`config.mk`:
```
export PLATFORM = sky130hd
export DESIGN_NAME = pid_sequencer
export DESIGN_NICKNAME = d
export VERILOG_FILES = /design/src/rtl/pid_pkg.sv /design/src/rtl/pid_tick_gen.sv /design/src/rtl/pid_sequencer.sv
export SDC_FILE = /design/constraint.sdc
export NUM_CORES = 1
export LEC_CHECK = 0
export CORE_MARGIN = 1.5
export CORE_UTILIZATION = 51
export DETAILED_ROUTE_END_ITERATION = 16
export GPL_TIMING_DRIVEN = 0
export PLACE_DENSITY_LB_ADDON = 0.05
export SLEW_MARGIN = 20
export SYNTH_ARGS = -nofsm -noshare
export SYNTH_HDL_FRONTEND = slang
export SYNTH_SLANG_ARGS = --single-unit
```
`constraint.sdc`:
```
create_clock -name clock -period 5.3 [get_ports clock]
set_input_delay 1.325 -clock clock [delete_from_list [all_inputs] [get_ports clock]]
set_output_delay 1.325 -clock clock [all_outputs]
set_load 0.005 [all_outputs]
```
`src/rtl/pid_pkg.sv`:
```
// Shared types and constants for the PID sequencer and its tick generator.
package pid_pkg;

  localparam int PID_D_WIDTH = 18;
  localparam int PID_N_COEF  = 4;

  localparam logic [1:0] PID_ADDR_COEF0 = 2'd0;
  localparam logic [1:0] PID_ADDR_COEF1 = 2'd1;
  localparam logic [1:0] PID_ADDR_COEF2 = 2'd2;
  localparam logic [1:0] PID_ADDR_COEF3 = 2'd3;

  typedef enum logic [1:0] {
    ST_IDLE  = 2'd0,
    ST_LOAD  = 2'd1,
    ST_FLUSH = 2'd2,
    ST_RUN   = 2'd3
  } pid_seq_state_t;

  // Maps a load beat onto the PID register it writes.
  function automatic logic [1:0] pid_coef_addr(input logic [1:0] beat);
    logic [1:0] addr;
    case (beat)
      2'd0:    addr = PID_ADDR_COEF0;
      2'd1:    addr = PID_ADDR_COEF1;
      2'd2:    addr = PID_ADDR_COEF2;
      default: addr = PID_ADDR_COEF3;
    endcase
    return addr;
  endfunction

endpackage

```
`src/rtl/pid_tick_gen.sv`:
```
// Iterate request source: sample-rate divider, or the external measurement strobe
// when sample_div is zero.
module pid_tick_gen #(
  parameter int DIV_WIDTH = 16
) (
  input  logic                 clock,
  input  logic                 reset,
  input  logic [DIV_WIDTH-1:0] sample_div,
  input  logic                 meas_valid,
  input  logic                 freeze,
  input  logic                 clear,
  output logic                 tick
);

  logic [DIV_WIDTH-1:0] r_cnt;
  logic                 w_int_mode;
  logic                 w_hit;

  assign w_int_mode = |sample_div;
  // >= rather than == so a lowered divider never lets cnt run past it.
  assign w_hit      = r_cnt >= sample_div;
  assign tick       = w_int_mode ? w_hit : meas_valid;

  always_ff @(posedge clock or posedge reset) begin
    if (reset) begin
      r_cnt <= '0;
    end else if (clear) begin
      r_cnt <= '0;
    end else if (!freeze && w_int_mode) begin
      r_cnt <= w_hit ? '0 : r_cnt + DIV_WIDTH'(1);
    end
  end

endmodule

```
`src/rtl/pid_sequencer.sv`:
```
// Loads coefficient sets into one pid instance, sequences its reset, and
// issues iterate strobes once running.
//
// state | meaning
// IDLE  | no set loaded yet, pid held in reset, waiting for a set
// LOAD  | four write beats, one per coefficient register
// FLUSH | one-cycle pid reset after a load that asks for cleared state
// RUN   | iterating; a new handshake re-enters LOAD
module pid_sequencer
  import pid_pkg::*;
#(
  parameter int D_WIDTH    = PID_D_WIDTH,
  parameter int DIV_WIDTH  = 16,
  parameter int DROP_WIDTH = 8
) (
  input  logic                  clock,
  input  logic                  reset,
  input  logic                  cfg_valid,
  output logic                  cfg_ready,
  input  logic signed [D_WIDTH-1:0] cfg_coef0,
  input  logic signed [D_WIDTH-1:0] cfg_coef1,
  input  logic signed [D_WIDTH-1:0] cfg_coef2,
  input  logic signed [D_WIDTH-1:0] cfg_coef3,
  input  logic                  cfg_clear,
  input  logic [DIV_WIDTH-1:0]  sample_div,
  input  logic                  meas_valid,
  output logic                  pid_reset_n,
  output logic                  pid_write_enable,
  output logic [D_WIDTH-1:0]    pid_reg_addr,
  output logic [D_WIDTH-1:0]    pid_reg_data,
  output logic                  pid_iterate_enable,
  output logic                  busy,
  output logic [DROP_WIDTH-1:0] drop_count
);

  pid_seq_state_t        r_state;
  logic [1:0]            r_beat;
  logic                  r_from_idle;
  logic                  r_clear;
  logic [D_WIDTH-1:0]    r_coef [PID_N_COEF];

  logic                  r_cfg_ready;
  logic                  r_rst_n;
  logic                  r_we_n;
  logic [D_WIDTH-1:0]    r_addr;
  logic [D_WIDTH-1:0]    r_data;
  logic                  r_iter;
  logic                  r_busy;
  logic [DROP_WIDTH-1:0] r_drop;

  logic [D_WIDTH-1:0]    w_cfg_coef [PID_N_COEF];
  logic                  w_handshake;
  logic                  w_busy_state;
  logic                  w_load_last;
  logic                  w_go_flush;
  logic                  w_run_entry;
  logic                  w_freeze;
  logic                  w_tick;
  logic [1:0]            w_next_beat;

  assign w_cfg_coef[0] = cfg_coef0;
  assign w_cfg_coef[1] = cfg_coef1;
  assign w_cfg_coef[2] = cfg_coef2;
  assign w_cfg_coef[3] = cfg_coef3;

  assign w_handshake  = cfg_valid && r_cfg_ready;
  assign w_busy_state = (r_state == ST_LOAD) || (r_state == ST_FLUSH);
  assign w_load_last  = (r_state == ST_LOAD) && (r_beat == 2'd3);
  // The first load after IDLE always flushes so the pid starts from clean state.
  assign w_go_flush   = r_clear || r_from_idle;
  assign w_run_entry  = (w_load_last && !w_go_flush) || (r_state == ST_FLUSH);
  assign w_freeze     = (r_state != ST_RUN);
  assign w_next_beat  = r_beat + 2'd1;

  pid_tick_gen #(
    .DIV_WIDTH (DIV_WIDTH)
  ) u_tick_gen (
    .clock      (clock),
    .reset      (reset),
    .sample_div (sample_div),
    .meas_valid (meas_valid),
    .freeze     (w_freeze),
    .clear      (w_run_entry),
    .tick       (w_tick)
  );

  always_ff @(posedge clock or posedge reset) begin
    if (reset) begin
      r_state     <= ST_IDLE;
      r_beat      <= 2'd0;
      r_from_idle <= 1'b0;
      r_clear     <= 1'b0;
      for (int i = 0; i < PID_N_COEF; i++) r_coef[i] <= '0;
      r_cfg_ready <= 1'b1;
      r_rst_n     <= 1'b0;
      r_we_n      <= 1'b1;
      r_addr      <= '0;
      r_data      <= '0;
      r_iter      <= 1'b0;
      r_busy      <= 1'b0;
      r_drop      <= '0;
    end else begin
      r_iter <= 1'b0;
      if (w_busy_state && w_tick && (r_drop != '1)) begin
        r_drop <= r_drop + DROP_WIDTH'(1);
      end
      unique case (r_state)
        ST_IDLE, ST_RUN: begin
          if (r_state == ST_RUN) r_iter <= w_tick;
          if (w_handshake) begin
            for (int i = 0; i < PID_N_COEF; i++) r_coef[i] <= w_cfg_coef[i];
            r_clear     <= cfg_clear;
            r_from_idle <= (r_state == ST_IDLE);
            r_state     <= ST_LOAD;
            r_beat      <= 2'd0;
            r_we_n      <= 1'b0;
            r_addr      <= D_WIDTH'(pid_coef_addr(2'd0));
            r_data      <= w_cfg_coef[0];
            r_cfg_ready <= 1'b0;
            r_busy      <= 1'b1;
            if (r_state == ST_IDLE) r_rst_n <= 1'b1;
          end
        end
        ST_LOAD: begin
          if (!w_load_last) begin
            r_beat <= w_next_beat;
            r_addr <= D_WIDTH'(pid_coef_addr(w_next_beat));
            r_data <= r_coef[w_next_beat];
          end else begin
            r_we_n <= 1'b1;
            if (w_go_flush) begin
              r_state <= ST_FLUSH;
              r_rst_n <= 1'b0;
            end else begin
              r_state     <= ST_RUN;
              r_cfg_ready <= 1'b1;
              r_busy      <= 1'b0;
            end
          end
        end
        ST_FLUSH: begin
          r_state     <= ST_RUN;
          r_rst_n     <= 1'b1;
          r_cfg_ready <= 1'b1;
          r_busy      <= 1'b0;
        end
        default: r_state <= ST_IDLE;
      endcase
    end
  end

  assign cfg_ready          = r_cfg_ready;
  assign pid_reset_n        = r_rst_n;
  assign pid_write_enable   = r_we_n;
  assign pid_reg_addr       = r_addr;
  assign pid_reg_data       = r_data;
  assign pid_iterate_enable = r_iter;
  assign busy               = r_busy;
  assign drop_count         = r_drop;

endmodule
```
==> metrics.txt <==
Post-CTS Hold Buffers 0; Syn Inst Count 520; die height 114.9 µm; top post-synthesis cells by area dfrtp_1 (48%), mux2_2 (13%), mux4_2 (6.3%); gpl congestion 0.8229; number of synthesized flops with an enable pin 0; Cell Area, Placed 0.007939 mm²; DIE WIDTH 114.9 µm; FFs w/ async S/R, synth 100.0%; Clock Skews 14.50 ps; maxcap violations 0; total power 4.763 mW; Final HPWL DP 10760 µm; critical path launch point type input pin; Hold Vio Cnt, Final 0; share of post-route cells with drive strength above 1 23.95%; nets 796; CP endpoint kind flip-flop; clock buffer depth 2; CTS resizes 0; commonest non-fill, non-tap cells in the layout clkdlybuf4s50_1 (125), dfrtp_1 (123), mux2_2 (75); status complete, no violations; measured slew at the worst slew-check pin 783.6 ps; area leader, netlist dfrtp_1; number of setup violations in the final report 0; Tmin final 3342 ps; CTS Sinks 125; Synth Area in Simple Gates 10.38%; DR WL/cell 17.02 µm; diode count 0; Setup Buffers After CTS 0; initial antenna violation count 0; vias per cell 5.348; xor and xnor area share after synthesis 2.331%; Max Clock Freq 0.2993 GHz; Compound-Gate Fraction of Synth Area 5.405%; drt pass-1 iters 4; final instance area 0.008528 mm²; post-synthesis sequential area ratio 49.00%; Synth Area per Inst 12.29 µm²; Antenna Nets Post-Route 0; Setup WS pre-CTS 1536 ps; most common cell after layout, fill and taps aside clkdlybuf4s50_1; TritonCTS clock tree done; vias 4605; vias in the first global route 4860; GRT Total Usage 24.29%; post-synthesis register bit count 125; Fillers 924; PD cells 558.5 mW/mm²; Root Buffer clkbuf_16; pin count of the biggest net entering global routing 81; global route overflow 0; critical path, cell by cell clkdlybuf4s50_1, ha_1, nand2b_4, a2111oi_4, nor4b_2, or3_1, buf_6, nand4_1, mux2_1; Synth Cell Area 0.006389 mm²; number of port buffers 125; P_leak 3.734 nW; largest family of logic cells by synthesized area multiplexers; CTS buffer count 17; Final Max Slew Viols 0; Initial Utilization 52.75%; Yosys cell types 54; adder-cell share of the synthesized area 4.505%; Syn. warnings 0; Synth Flop Type dfrtp_1; Worst Path Class, Setup in2reg; crit path max fanout 9; area grow syn2layout 33.49%; die area 0.01321 mm²; H-tree level count 4; Core ar. 0.01211 mm²; Top delay family on crit path simple AND/OR/NAND/NOR gates; RSZ-0062 raised after global routing false; clk_lat worst skew 420 ps; clock transition at the registers of the reported paths 50 ps; worst hold path class reg2reg; CP Data Arrival Time 3640 ps; worst hold margin 479.1 ps; Std-Cell Rows 40; IO Count 142; headroom to the max-slew limit 47.76%; area share of the largest cell type after synthesis 48.18%; proportion of synthesized area in mux cells 22.80%; Crit path largest cell delay 440 ps; WP buf/inv 2; DRT iter0 DRCs 233; Worst Path Required 5600 ps; Crit-path slowest cell clkdlybuf4s50_1; crit share post-route 63.05%; Max VDD drop 0.0003427 V; WL final 14660 µm; # DRC 0; Final WS setup 1958 ps; first-pass GRT wire length 23880 µm
synth_stat cells, drive strengths merged, types with 2 or more instances:
master,instances
dfrtp,123
mux2,77
nand2,39
buf,31
o21ai,26
ha,23
inv,23
nor2,19
mux2i,18
mux4,18
xnor2,16
a21oi,12
nand3,11
and3,10
clkbuf,10
nor4,9
nand4,8
nor3,6
a22o,5
nor4b,4
nand2b,3
nor2b,3
a31oi,2
a41oi,2
and4,2
dfstp,2
nand4b,2
nor3b,2
o31ai,2
path summary, 6_finish.rpt:
path / start / endpoint / slack (ps) / cells after the start
min in group asynchronous: reset / u_tick_gen.r_cnt[13]$_DFFE_PP0P_ / 1310 / 2
worst max-delay path: sample_div[0] / drop_count[6]$_DFFE_PP0P_ / 1960 / 9
worst min register to register: pid_reg_data[3]$_DFFE_PP0P_ / pid_reg_data[3]$_DFFE_PP0P_ / 480 / 2
max in group asynchronous: reset / pid_reg_data[9]$_DFFE_PP0P_ / 3280 / 3
worst max register to register: r_state[1]$_DFFE_PP0P_ / pid_reg_data[2]$_DFFE_PP0P_ / 2750 / 8
worst min-delay path: pid_reg_data[3]$_DFFE_PP0P_ / pid_reg_data[3]$_DFFE_PP0P_ / 480 / 2
cell type report:
type | count | area [µm²] | share of cell area [%]
Tap cell | 168 | 210.2 | 2.465
Inverter | 23 | 91.34 | 1.071
Multi-Input combinational cell | 346 | 2962 | 34.73
Sequential cell | 125 | 3131 | 36.71
Buffer | 41 | 266.5 | 3.125
Timing Repair Buffer | 126 | 1279 | 14.99
Clock inverter | 9 | 111.4 | 1.306
Clock buffer | 23 | 478.0 | 5.604
metrics by stage:
step / instances / util, % / setup TNS (ps)
6_report: 861 / 70.41 / 0
5_1_grt: 861 / 70.41 / 0
4_1_cts: 861 / 70.41 / 0
3_5_place_dp: 829 / 65.55 / 0
3_3_place_gp: 828 / 65.28 / -128700
2_1_floorplan: 535 / - / 0
registers in the layout, summed over array words and instances, names as in the netlist:
name                cells
r_from_idle             1
pid_reset_n             1
pid_iterate_enable      1
u_tick_gen.r_cnt       16
pid_reg_data           18
drop_count              8
busy                    1
r_state                 2
cfg_ready               1
r_clear                 1
r_coef                 72
pid_write_enable        1
pid_reg_addr            2
per-layer routing:
metal	track usage, %	part of all wire, %
met1	27.38	40
met2	41.90	52
met3	9.331	6.0
met4	9.300	1.4
met5	0	0
worst reg2reg max path, cell delays in order, from the launching register on:
cell and delay, ps:
dfrtp_1 400, inv_1 80, ha_1 310, inv_1 90, o21ai_0 340, nand2b_1 160
clkbuf_1 340, clkbuf_1 480, o21ai_0 190
power breakdown:
part	total (mW)	switching, mW	internal, mW	leakage (nW)
Clock	1.13	0.406	0.729	0.283
Sequential	1.61	0.231	1.38	1.53
Combinational	2.02	0.923	1.09	1.92
kinds of logic after synthesis:
| group | after synthesis |
|---|---|
| compound gates | 55 |
| fa+ha+maj | 23 |
| simple gates | 122 |
| xor+xnor | 17 |
| buf+inv | 64 |
| flops | 125 |
| other cells | 1 |
| mux | 113 |
No activity file was read; power rests on OpenSTA's default activity.
